$ cat src/rtl/alu_issue_queue.sv
// alu_issue_queue
//   Issue stage in front of the combinational ALU. Incoming ops (ctrl, a, b) are
//   buffered in a DEPTH-entry FIFO that sits behind a single output register. The
//   output register drives the ALU directly, and a valid/ready handshake retires
//   the op it holds. When the FIFO is empty, an accepted op bypasses the FIFO and
//   loads the output register directly, so it reaches alu_valid one cycle later.
//
//   Optional feature, macro ALU_ISSUE_FWD_EN:
//     An op carrying in_fwd=1 takes operand a from the previous ALU result
//     instead of in_a. If another op retires in the same cycle, alu_res is used;
//     otherwise the last retired result (last_res) is used.
//     When the macro is undefined, in_fwd and alu_res are ignored.
//
// Ports
//   clk, rst            clock; asynchronous active-high reset
//   in_valid/in_ready   producer handshake (in_ready = FIFO not full)
//   in_ctrl/in_a/in_b   op to enqueue; ctrl==15 is dropped and flags illegal
//   in_fwd              forward previous result as operand a (FWD build)
//   alu_valid/alu_ready consumer handshake on the output register
//   alu_ctrl/alu_a/alu_b registered op presented to the ALU
//   alu_res             ALU result for the op currently on alu_*
//   count               FIFO occupancy, not counting the output register
//   illegal             sticky flag: an op with ctrl==15 was offered

module alu_issue_queue #(
  parameter int W     = 32,
  parameter int DEPTH = 4
) (
  input  logic                     clk,
  input  logic                     rst,
  input  logic                     in_valid,
  output logic                     in_ready,
  input  logic [3:0]               in_ctrl,
  input  logic [W-1:0]             in_a,
  input  logic [W-1:0]             in_b,
  input  logic                     in_fwd,
  output logic                     alu_valid,
  input  logic                     alu_ready,
  output logic [3:0]               alu_ctrl,
  output logic [W-1:0]             alu_a,
  output logic [W-1:0]             alu_b,
  input  logic [W-1:0]             alu_res,
  output logic [$clog2(DEPTH):0]   count,
  output logic                     illegal
);

  localparam int AW = $clog2(DEPTH);
  localparam int CW = AW + 1;
  localparam logic [CW-1:0] FULL = CW'(DEPTH);
  localparam logic [3:0] CTRL_ILLEGAL = 4'hF;

  logic [3:0]   mem_ctrl [DEPTH];
  logic [W-1:0] mem_a    [DEPTH];
  logic [W-1:0] mem_b    [DEPTH];

  logic [AW-1:0] wr_ptr;
  logic [AW-1:0] rd_ptr;

  logic accept;
  logic store_ok;
  logic issue;
  logic load_slot;
  logic fifo_empty;
  logic pop;
  logic bypass;
  logic push;

  logic [3:0]   src_ctrl;
  logic [W-1:0] src_a;
  logic [W-1:0] src_b;

  assign in_ready   = (count != FULL);
  assign accept     = in_valid && in_ready;
  assign store_ok   = accept && (in_ctrl != CTRL_ILLEGAL);
  assign issue      = alu_valid && alu_ready;
  assign load_slot  = !alu_valid || issue;
  assign fifo_empty = (count == '0);
  assign pop        = load_slot && !fifo_empty;
  // Bypass only when the FIFO is empty, so older queued ops always go first.
  assign bypass     = load_slot && fifo_empty && store_ok;
  assign push       = store_ok && !bypass;

`ifdef ALU_ISSUE_FWD_EN
  logic         mem_fwd [DEPTH];
  logic [W-1:0] last_res;
  logic         src_fwd;
  logic [W-1:0] raw_a;

  always_comb begin
    src_ctrl = in_ctrl;
    raw_a    = in_a;
    src_b    = in_b;
    src_fwd  = in_fwd;
    if (pop) begin
      src_ctrl = mem_ctrl[rd_ptr];
      raw_a    = mem_a[rd_ptr];
      src_b    = mem_b[rd_ptr];
      src_fwd  = mem_fwd[rd_ptr];
    end
    // last_res has not yet captured a result that retires this cycle, so take
    // it straight from the ALU in that case.
    src_a = raw_a;
    if (src_fwd) begin
      src_a = issue ? alu_res : last_res;
    end
  end

  always_ff @(posedge clk) begin
    if (push) begin
      mem_fwd[wr_ptr] <= in_fwd;
    end
  end

  always_ff @(posedge clk or posedge rst) begin
    if (rst) begin
      last_res <= '0;
    end else if (issue) begin
      last_res <= alu_res;
    end
  end
`else
  logic unused_sig;
  assign unused_sig = ^{in_fwd, alu_res};

  always_comb begin
    src_ctrl = in_ctrl;
    src_a    = in_a;
    src_b    = in_b;
    if (pop) begin
      src_ctrl = mem_ctrl[rd_ptr];
      src_a    = mem_a[rd_ptr];
      src_b    = mem_b[rd_ptr];
    end
  end
`endif

  always_ff @(posedge clk) begin
    if (push) begin
      mem_ctrl[wr_ptr] <= in_ctrl;
      mem_a[wr_ptr]    <= in_a;
      mem_b[wr_ptr]    <= in_b;
    end
  end

  always_ff @(posedge clk or posedge rst) begin
    if (rst) begin
      wr_ptr    <= '0;
      rd_ptr    <= '0;
      count     <= '0;
      alu_valid <= 1'b0;
      alu_ctrl  <= '0;
      alu_a     <= '0;
      alu_b     <= '0;
      illegal   <= 1'b0;
    end else begin
      if (accept && (in_ctrl == CTRL_ILLEGAL)) begin
        illegal <= 1'b1;
      end
      if (push) begin
        wr_ptr <= wr_ptr + 1'b1;
      end
      if (pop) begin
        rd_ptr <= rd_ptr + 1'b1;
      end
      if (push && !pop) begin
        count <= count + 1'b1;
      end else if (pop && !push) begin
        count <= count - 1'b1;
      end
      // Output register holds steady while stalled; refills when empty or retiring.
      if (load_slot) begin
        alu_valid <= pop || bypass;
        if (pop || bypass) begin
          alu_ctrl <= src_ctrl;
          alu_a    <= src_a;
          alu_b    <= src_b;
        end
      end
    end
  end

endmodule
$ cat config.mk
export PLATFORM = sky130hd
export DESIGN_NAME = alu_issue_queue
export DESIGN_NICKNAME = d
export VERILOG_FILES = /design/src/rtl/alu_issue_queue.sv
export SDC_FILE = /design/constraint.sdc
export NUM_CORES = 1
export LEC_CHECK = 0
export CAP_MARGIN = 25
export CORE_MARGIN = 2
export CORE_UTILIZATION = 55
export CTS_CLUSTER_DIAMETER = 120
export DETAILED_ROUTE_END_ITERATION = 10
export GPL_TIMING_DRIVEN = 0
export PLACE_DENSITY = 0.78
export RECOVER_POWER = 25
export SLEW_MARGIN = 20
export SYNTH_ARGS = -nofsm -noshare
export SYNTH_HDL_FRONTEND = slang
export SYNTH_SLANG_ARGS = --single-unit
$ cat constraint.sdc
create_clock -name clk -period 4.4 [get_ports clk]
set_input_delay 0.88 -clock clk [delete_from_list [all_inputs] [get_ports clk]]
set_output_delay 0.88 -clock clk [all_outputs]
set_load 0.02 [all_outputs]
# Word level (Yosys, flattened, before mapping)
# Memory sizes are Yosys's and may differ from the RTL's.
# Cells that the tools add are included.
dict set report word_totals {
  reg_bits 77
  latchBits 0
  ram_bits 272
  rom_bits 0
  in_bits 105
  out_inout_bits 74
  wordCells 45
  n_memories 3
}
dict set report op_classes {
  add_sub_neg 4
  n_mul 0
  div 0
  magnitude_cmp 0
  n_eq_ne 3
  shifts 0
  muxes 7
  bitwise_logic 0
  reduce_logical 20
}
# memory depth word_bits read_ports rd_ports_with_merged_regs write_ports line_no
set mem_list {}
lappend mem_list {mem_a 4 32 1 0 1 53} ;# logic [W-1:0] mem_a [DEPTH];
lappend mem_list {mem_b 4 32 1 0 1 54} ;# logic [W-1:0] mem_b [DEPTH];
lappend mem_list {mem_ctrl 4 4 1 0 1 52} ;# logic [3:0] mem_ctrl [DEPTH];
# op count
set op_table {}
lappend op_table {{2-to-1 mux 32 bit} 2}
lappend op_table {{logical AND 1 bit} 10}
lappend op_table {{2-to-1 mux 3 bit} 2}
lappend op_table {{logical NOT 1 bit} 5}
lappend op_table {{adder 2 x 1 -> 2 bit (second input constant)} 2}
lappend op_table {{equality test 4 bit (second input constant)} 1}
lappend op_table {{2-to-1 mux 4 bit} 1}
lappend op_table {{inequality test 4 bit (second input constant)} 1}
lappend op_table {{adder 3 x 1 -> 3 bit (second input constant)} 1}
lappend op_table {{logical NOT 3 bit} 1}
lappend op_table {{inequality test 3 bit (second input constant)} 1}
lappend op_table {{subtractor 3 x 1 -> 3 bit (second input constant)} 1}
lappend op_table {{logical OR 1 bit} 2}
lappend op_table {{2-to-1 mux 1 bit} 2}
lappend op_table {{AND reduction 2 bit} 1}
lappend op_table {{nonzero test 2 bit} 1}

# Logic depth before layout (Yosys ltp)
# Gate-level depths: netlist (run 1).
dict set report logic_depth {
  word_depth 10
  ltp_mapped 10
  ltp_nobuf 9
}

# Least setup slack after synthesis (run 1)
# Ideal clock, no wire load.
dict set report synth_path {
  path_type {input -> register}
  startpoint {in alu_ready}
  endpoint {mem mem_a[0][0] (enable)}
  setup_time_ns 0.433
  t_arrival_ns 3.247
  required_ns 3.967
  setup_slack_ns 0.719
  path_stages 5
  n_path_buf 1
  cell_sequence {nand2b_1 -> clkbuf_1 -> o21a_1 -> nor2_1 -> and2_1}
}
dict set report synth_between {
  elab_chain_cells 8
}
# item line_no
set synth_lines {}
lappend synth_lines {{start: declaration} 38} ;# input logic alu_ready,
lappend synth_lines {{logical AND 1 bit} 75} ;# assign issue = alu_valid && alu_ready;
lappend synth_lines {{logical OR 1 bit} 76} ;# assign load_slot = !alu_valid || issue;
lappend synth_lines {{logical AND 1 bit (2 in series)} 80} ;# assign bypass = load_slot && fifo_empty && store_ok;
lappend synth_lines {{logical NOT 1 bit} 81} ;# assign push = store_ok && !bypass;
lappend synth_lines {{logical AND 1 bit} 81}
lappend synth_lines {{via push} 66} ;# logic push;
lappend synth_lines {{2-to-1 mux 1 bit} 138} ;# if (push) begin
lappend synth_lines {{2-to-1 mux 1 bit (implied by the code)} 140} ;# mem_a[wr_ptr] <= in_a;
lappend synth_lines {{end: declaration} 53}
# The timed path passes the listed nets, and every way through them passes these cells.

# Worst setup path in the final report (run 1)
dict set report layout_path {
  startpoint {in alu_ready}
  endpoint {mem mem_b[2][21] (enable)}
}
dict set report layout_between {
  elab_chain_cells 8
}
# item line_no
set layout_lines {}
lappend layout_lines {{logical AND 1 bit} 75}
lappend layout_lines {{logical OR 1 bit} 76}
lappend layout_lines {{logical AND 1 bit (2 in series)} 80}
lappend layout_lines {{logical NOT 1 bit} 81}
lappend layout_lines {{logical AND 1 bit} 81}
lappend layout_lines {{via push} 66}
lappend layout_lines {{2-to-1 mux 1 bit} 138}
lappend layout_lines {{2-to-1 mux 1 bit (implied by the code)} 141} ;# mem_b[wr_ptr] <= in_b;
lappend layout_lines {{end: declaration} 54}
# The timed path passes the listed nets, and every way through them passes these cells.

==> results_dict.tcl, run 1 <==
set metrics [dict create \
    root_buffer "clkbuf_16" \
    grt_antenna_before_repair 1 \
    ys_types 26 \
    violations "capacitance limit, slew limit" \
    htreeDepth 2 \
    cts_tree "yes" \
    gp_congestion 0.770 \
    required_ns 4.58 \
    antenna_left 0 \
    crit_path_end_kind "register" \
    grt_max_degree 50 \
    clock_latency_ns 0.50 \
    num_io_pins 179 \
    die_h_microns 159 \
    area_growth_syn_to_layout_pct 24.1 \
    grt_pass1_vias 7618 \
    syn_nets 749 \
    yosysSeqAreaShare_pct 76.8 \
    tns_ns 0 \
    drtPass1Iterations 5 \
    path_max_fanout 39 \
    power.leakage_nw 5.55 \
    max_freq_ghz 0.299 \
    drt-wirelength-per-cell_microns 24.0 \
    clk_path_buf_depth 3 \
    yosysWarningCount 0 \
    post-cts-setup-buffer-count 0 \
    crit_arrival_ns 3.53 \
    tightest_slew_ns 1.50 \
    total_power_mw 11.8 \
    netlist_area_sq_um 13100 \
    ctsHoldBuffers 0 \
    setup_viol 0 \
    dp_hpwl_microns 17300 \
    clk_pin_slew_worst_paths_ns 0.06 \
    slew_violations 1 \
    start_kind "input pin" \
    min_path_type "register to register" \
    row_count 56 \
    core_sq_um 23500 \
    criticalPathCategory "input pin to register" \
    nets 936 \
    power_density_nw_per_um2 723 \
    status "finished with violations" \
    cts_made_buffers 35 \
    grtUsageTotal_pct 23.2 \
    syn_avg_cell_area_sq_um 20.6 \
    vias 7170 \
    cap_viol_max_count 1 \
    cts_sinks 349 \
    drt_iter0_drc 595 \
    io_buffers 145 \
    drc 0 \
    finalHoldViolations 0 \
    drt-vias-per-instance 6.12 \
    instances_no_fill 1171 \
    synth-seq-cells 349 \
    cts-resized-gates 0 \
    layout_min_cycle_time_ns 3.34 \
    grt_first_pass_wirelength_microns 43400 \
    grt.overflow.total 0 \
    fin_skew_ns 0.0131 \
    ir_worst_vdd_mv 0.473 \
    drt-total-wl_microns 28200 \
    die_area_sq_um 25100 \
    die_w_microns 159 \
    maxSlewHeadroom_pct -0.505 \
    drive_gt1_share_pct 17.7 \
    rsz0062_at_grt "no" \
    netlist_instances 638 \
    final.period_utilization_pct 76.0 \
    initial_core_util_pct 56.0 \
    place_inst 1107 \
]
==> layout by cell type, fill, tap and decap left out, drive strengths merged, types with 2 or more instances in the layout <==
cell type,synthesis,final
dfrtp,77,77
and2,4,4
xnor2,4,4
o22ai,68,68
ha,5,5
buf,17,22
clkdlybuf4s50,0,101
mux2,2,2
edfxtp,272,272
inv,5,5
clkbuf,28,76
xor2,2,2
nand3,2,2
nor2,4,4
bufinv,0,5
mux4,68,68
clkinv,0,9
nand2,4,4
dlygate4sd3,0,44
a2bb2oi,67,67
==> flip-flops by register name, summed over array words and instances, names as in the netlist <==
name,flops
mem_a,128
mem_b,128
alu_a,32
alu_b,32
mem_ctrl,16
alu_ctrl,4
count,3
rd_ptr,2
wr_ptr,2
alu_valid,1
illegal,1
==> metal layers <==
metal / GRT usage [%] / wire length, microns / vias up
met1: 32.7 / 11800 / 3721
met2: 37.6 / 13900 / 333
met5: 0 / 0 / -
li1: - / - / 3070
met4: 6.91 / 523 / 0
met3: 4.46 / 1970 / 46
==> worst paths after layout <==
kind,startpoint,endpoint,slack [ns],depth (start not counted)
worst min register to register,illegal,illegal,0.48,1
worst min-delay path,illegal,illegal,0.48,1
worst max-delay path,alu_ready,mem_b[2][21],1.06,7
max in group asynchronous,rst,alu_a[0],2.39,3
min in group asynchronous,rst,alu_ctrl[3],1.18,2
worst max register to register,count[1],count[2],1.44,10
==> Yosys cell counts <==
library cell  count  share of area (%)
mux4_2           68                 12
nor2_1            4               0.11
xnor2_1           4               0.27
and2_1            4               0.19
a2bb2oi_1        67                4.5
o21a_1            1              0.057
nand4_1           1              0.048
nor3_4            1               0.12
a21oi_1           1              0.038
o21bai_1          1              0.057
o22ai_1          68                3.2
nand2_1           4               0.11
nand2b_1          1              0.048
o2bb2a_1          1              0.076
buf_2            16               0.61
edfxtp_1        272                 62
xor2_1            2               0.13
dfrtp_1          77                 15
nand3_1           2              0.076
ha_1              5               0.48
nor2b_1           1              0.048
mux2_2            2               0.17
inv_1             5               0.14
fa_1              1               0.15
buf_4             1              0.057
clkbuf_1         28               0.80
==> per-stage QoR <==
step           area [sq um]  setup slack (ns)  hold slack [ns]  util, %
3_5_place_dp          15100             0.555            0.461     64.4
5_1_grt               16300             0.954            0.482     69.4
2_1_floorplan         13100             0.719            0.534        -
3_3_place_gp          15000             -1.33            0.460     63.9
6_report              16300              1.06            0.478     69.4
4_1_cts               16300              1.07            0.478     69.4
==> final cells by class <==
type	count	area [sq um]
clock inverters	15	203
fillers	1442	7170
repair buffers	150	1560
well taps	319	399
plain buffers	45	193
diodes	1	2.50
multi-input cells	239	2840
flip-flops and latches	349	10100
inverters	5	20.0
clock buffers	48	987
==> critical path: stages <==
cell	delay [ns]
clkdlybuf4s50_1	0.46
nand2b_1	0.16
clkbuf_1	0.34
o21a_1	0.29
nor2_1	0.42
and2_4	0.65
buf_12	0.30
==> power breakdown <==
part	switching, mW	internal [mW]
sequential	0.340	4.43
combinational	2.02	1.93
clock	1.19	1.87
==> logic make-up after synthesis <==
logic type	count (synthesis)	share of synthesized area [%]
DFF	349	76.8
AOI/OAI and AO/OA	139	7.93
muxes	70	11.8
buffers and inverters	50	1.61
and+or+nand+nor	18	0.762
xor gates and xnor gates	6	0.400
adders and majority gates	6	0.629
Note: power is estimated with default switching activity, not from simulation.
==> inputs of run 2 (changes only) <==
CORE_UTILIZATION = 49   (was 55)
PLACE_DENSITY = 0.73   (was 0.78)
clock period = 3 ns   (was 4.4 ns; I/O delays follow)
==> run 2 against run 1 <==
The flow now finishes without violations. Worst setup slack got worse by 0.93 ns. Clock skew fell by 0.00083 ns. Clock power rose by 44%. Critical path type unchanged. Largest power group unchanged.
==> results_dict.tcl, run 2 (synthesized netlist as in run 1, its figures left out) <==
set metrics [dict create \
    nets 937 \
    fillCellCount 1797 \
    root_buffer "clkbuf_16" \
    path_max_fanout 44 \
    maxSlewHeadroom_pct 6.29 \
    core_sq_um 26200 \
    die_w_microns 168 \
    drc 0 \
    htreeDepth 2 \
    cap_viol_max_count 0 \
    clk_path_buf_depth 3 \
    fin_hold_ws_ns 0.520 \
    drt-total-wl_microns 28900 \
    tns_ns 0 \
    final_common_cell "edfxtp_1" \
    dp_hpwl_microns 17500 \
    area_growth_syn_to_layout_pct 24.1 \
    vias 7142 \
    gp_congestion 0.772 \
    ir_worst_vdd_mv 0.651 \
    rsz0062_at_grt "yes" \
    grt_max_degree 53 \
    num_io_pins 179 \
    antenna_left 0 \
    initial_core_util_pct 50.1 \
    grt_pass1_vias 7689 \
    crit_path_start "alu_ready" \
    required_ns 3.20 \
    tightest_slew_ns 1.40 \
    drt_iter0_drc 572 \
    power.leakage_nw 5.55 \
    cts_made_buffers 36 \
    final.period_utilization_pct 95.8 \
    drt-wirelength-per-cell_microns 24.4 \
    die_h_microns 168 \
    slew_violations 0 \
    crit_arrival_ns 3.07 \
    worstSetupEndpoint "mem_a[1][25]" \
    drive_gt1_share_pct 18.0 \
    r2r_slack_ns 0.25 \
    grt.overflow.total 0 \
    layout_min_cycle_time_ns 2.87 \
    total_power_mw 17.2 \
    grt_first_pass_wirelength_microns 45300 \
    final_cell_mix "edfxtp_1, clkdlybuf4s50_1, dfrtp_1" \
    power_density_nw_per_um2 1060 \
    grtUsageTotal_pct 21.1 \
    fin_skew_ns 0.0123 \
    max_freq_ghz 0.348 \
    antenna-diode-count 0 \
    crit_path_end_kind "register" \
    row_count 59 \
    status "finished clean" \
    start_kind "input pin" \
    drt-vias-per-instance 6.02 \
    min_path_type "register to register" \
    r2r_cells 10 \
    grt_antenna_before_repair 0 \
    io_buffers 145 \
    rr_endpoint "count[2]" \
    rr_startpoint "count[1]" \
    setup_viol 0 \
    die_area_sq_um 28100 \
    clk_pin_slew_worst_paths_ns 0.06 \
    finalHoldViolations 0 \
    ctsHoldBuffers 0 \
    clock_latency_ns 0.51 \
    top_regs "mem_a x128, mem_b x128" \
    criticalPathCategory "input pin to register" \
    cts_sinks 349 \
    drtPass1Iterations 5 \
    cts_tree "yes" \
]
-- run 2: cell types whose count changed in the layout (fill, tap and decap cells not counted), sizes merged --
cell,change
clkdlybuf4s50,+5
dlygate4sd3,-5
clkinv,+3
bufinv,-2
clkbuf,+1
diode,-1
inv,-1
-- run 2: timing repair --
action,4_1_cts,5_1_grt
pin swaps,0,2
endpoints found under the setup margin,25,79
endpoints found under the hold margin,0,0
gates resized for setup,1,2
setup buffers,0,0
-- run 2: cell type report --
| class | instances | area [sq um] | area share (%) |
|---|---|---|---|
| multi-input combinational | 239 | 2840 | 17.4 |
| timing repair buffer | 150 | 1570 | 9.61 |
| tap | 335 | 419 | 2.57 |
| clock inverter | 15 | 149 | 0.913 |
| sequential | 349 | 10100 | 61.9 |
| inverter | 5 | 20.0 | 0.123 |
| buffer | 45 | 194 | 1.19 |
| clock buffer | 49 | 1020 | 6.26 |
-- run 2: metal layers --
layer	routed length, microns	global-route usage, %	up-vias
met5	0	0	-
met4	441	4.69	0
met1	12500	29.7	3779
met2	14200	34.6	266
li1	-	-	3058
met3	1740	4.23	39
-- run 2: report_power, final --
part / switching (mW) / internal, mW
Clock: 1.76 / 2.64
Sequential: 0.492 / 6.50
Combinational: 2.99 / 2.83
Total: 5.23 / 12.0
-- run 2: worst min-delay path by stage --
stage	startpoint	end	slack [ns]	cells after the start
floorplan	wr_ptr[1]	wr_ptr[1]	0.53	1
CTS	rst	alu_b[15]	0.44	2
global placement	alu_b[28]	alu_b[28]	0.49	1
finish	alu_b[28]	alu_b[28]	0.52	1
detailed placement	alu_b[28]	alu_b[28]	0.50	1
global route	alu_b[0]	alu_b[0]	0.56	1
-- run 2: stage by stage --
step           setup WS [ns]  util [%]  instances  cell area [sq um]
2_1_floorplan          0.331         -        638              13100
3_3_place_gp           -1.14      57.3       1118              15000
3_5_place_dp          -0.555      57.8       1123              15100
4_1_cts               0.0569      62.2       1187              16300
5_1_grt              -0.0457      62.2       1187              16300
6_report               0.126      62.2       1187              16300
-- run 2: critical path, stage by stage --
cell             delay (ns)
clkdlybuf4s50_1        0.45
nand2b_1               0.15
clkbuf_1               0.30
o21a_1                 0.29
nor2_2                 0.26
and2_4                 0.71
buf_12                 0.29
==> inputs of run 3 (changes only) <==
ABC_AREA = 1   (was default)
ABC_CLOCK_PERIOD_IN_PS = 3000   (was default)
CORE_UTILIZATION = 50   (was 49)
PLACE_DENSITY = 0.74   (was 0.73)
==> run 3 against run 2 <==
Sequential power is essentially flat. Critical path type unchanged. Die area grew 6.1%. Synthesized cell count grew 110%. Critical endpoint is now mem_b[3][30].
==> results_dict.tcl, run 3 <==
set metrics [dict create \
    slowest_stage "nor2_4" \
    grt_first_pass_wirelength_microns 55600 \
    row_count 61 \
    dp_hpwl_microns 22400 \
    grtUsageTotal_pct 23.5 \
    worstSetupEndpoint "mem_b[3][30]" \
    min_path_type "input pin to asynchronous set/reset pin" \
    synthFlopType "edfxtp_1" \
    crit_arrival_ns 3.03 \
    vias 10300 \
    ctsHoldBuffers 0 \
    cpMostUsedCell "nand2_1" \
    area_growth_syn_to_layout_pct 24.3 \
    maxSlewHeadroom_pct 60.4 \
    rsz0062_at_grt "no" \
    final_core_util_pct 63.4 \
    final_common_cell "nand2_1" \
    dp_slack_ns -0.403 \
    place_area_sq_um 16500 \
    tightest_slew_ns 0.592 \
    grt_pass1_vias 10400 \
    instances_no_fill 1915 \
    crit_chain "clkdlybuf4s50_1 -> nand2_1 -> inv_1 -> nand2_1 -> inv_1 -> nor2_1 -> nand2_1 -> nor2_4 -> buf_16 -> buf_12" \
    synth_area_leaders "edfxtp_1, nand2_1, dfrtp_1" \
    htreeDepth 2 \
    root_buffer "clkbuf_16" \
    cap_viol_max_count 0 \
    slew_violations 0 \
    antenna_left 0 \
    setup_ws_ns 0.176 \
    clk_path_buf_depth 3 \
    synthMostInstantiatedCell "nand2_1" \
    finish.instance_area_sq_um 17700 \
    syn_avg_cell_area_sq_um 10.9 \
    drt-wirelength-per-cell_microns 18.3 \
    cts-resized-gates 0 \
    drtPass1Iterations 5 \
    gp_congestion 0.752 \
    final_cell_mix "nand2_1, nand3_1, edfxtp_1" \
    fin_skew_ns 0.0123 \
    die_w_microns 173 \
    status "finished clean" \
    max_freq_ghz 0.354 \
    power.leakage_nw 7.24 \
    r2r_cells 12 \
    post-cts-setup-buffer-count 0 \
    final.period_utilization_pct 94.1 \
    yosysSeqAreaShare_pct 70.8 \
    grt_antenna_before_repair 5 \
    netlist_area_sq_um 14200 \
    io_buffers 145 \
    drt_iter0_drc 886 \
    synth_top_area_share_pct 57.3 \
    grt.overflow.total 0 \
    crit_path_end_kind "register" \
    nets 1619 \
    drt-vias-per-instance 5.40 \
    num_io_pins 179 \
    drt-total-wl_microns 35000 \
    yosysWarningCount 0 \
    cts_made_buffers 36 \
    rr_startpoint "count[1]" \
    synth_edf_count 272 \
    synth_largest_area_cell "edfxtp_1" \
    critPathMaxStageDelay_ns 0.58 \
    grt_max_degree 45 \
    synth-seq-cells 349 \
    start_kind "input pin" \
    synth_commonest_cells "nand2_1, nand3_1, edfxtp_1" \
    syn_nets 1419 \
    criticalPathCategory "input pin to register" \
    ys_types 22 \
    drc 0 \
    async_reset_ff_share_pct 22.1 \
    core_sq_um 27900 \
    ir_worst_vdd_mv 0.520 \
    die_area_sq_um 29900 \
    netlist_instances 1308 \
    layout_min_cycle_time_ns 2.82 \
    fin_hold_ws_ns 0.475 \
    setup_viol 0 \
    initial_core_util_pct 51.0 \
    place_inst 1844 \
    rr_endpoint "count[2]" \
    power_density_nw_per_um2 1060 \
    clk_pin_slew_worst_paths_ns 0.06 \
    clock_latency_ns 0.51 \
    path_max_fanout 23 \
    die_h_microns 173 \
    top_regs "mem_a x128, mem_b x128" \
    cts_sinks 349 \
    required_ns 3.21 \
    cts_tree "yes" \
    crit_path_start "in_ctrl[1]" \
    r2r_slack_ns 0.33 \
    finalHoldViolations 0 \
    drive_gt1_share_pct 8.93 \
]
run 3: critical path: cells and delay by family:
kind / cells / cell delay, ns
simple gates: 5 / 1.31
buf+inv: 5 / 1.10
run 3: kinds of logic after synthesis:
group                      Yosys count  share of synthesized area [%]
buffers and inverters               98                           3.26
DFF                                349                           70.8
and+or+nand+nor                    849                           24.9
adders and majority gates            6                          0.580
xor gates and xnor gates             3                          0.184
muxes                                1                         0.0790
AOI/OAI and AO/OA                    2                          0.114
run 3: per-layer routing:
metal | vias to the layer above | global-route usage [%] | wire length, microns
li1 | 4840 | - | -
met1 | 5040 | 31.1 | 14600
met2 | 404 | 40.3 | 17300
met3 | 47 | 4.90 | 2520
met4 | 4 | 5.44 | 532
met5 | - | 0 | 27
run 3: cell type report:
class | instances | area (sq um)
Sequential cell | 349 | 10100
Clock inverter | 12 | 133
Inverter | 17 | 66.3
Fill cell | 2167 | 10200
Clock buffer | 52 | 1000
Antenna cell | 3 | 7.51
Multi-Input combinational cell | 861 | 3720
Buffer | 81 | 400
Tap cell | 378 | 473
Timing Repair Buffer | 162 | 1820
run 3: how the worst min path moves through the flow:
stage / cells past startpoint / endpoint / from / slack, ns
4_1_cts: 2 / alu_b[3] / rst / 0.48
3_3_place_gp: 1 / illegal / illegal / 0.46
3_5_place_dp: 1 / illegal / illegal / 0.46
6_report: 2 / alu_b[9] / rst / 0.47
5_1_grt: 1 / illegal / illegal / 0.51
2_1_floorplan: 2 / wr_ptr[1] / wr_ptr[1] / 0.50
run 3: per-stage QoR:
stage,setup TNS (ns),total power [mW]
detailed placement,-39.94,14.5
finish,0,18.7
global route,0,19.8
CTS,0,18.8
global placement,-748.83,14.1
floorplan,-86.28,11.4
run 3: power by group:
| part | total, mW | internal (mW) | switching [mW] |
|---|---|---|---|
| clock | 4.32 | 2.58 | 1.74 |
| sequential | 6.98 | 6.52 | 0.466 |
| combinational | 7.42 | 2.65 | 4.76 |
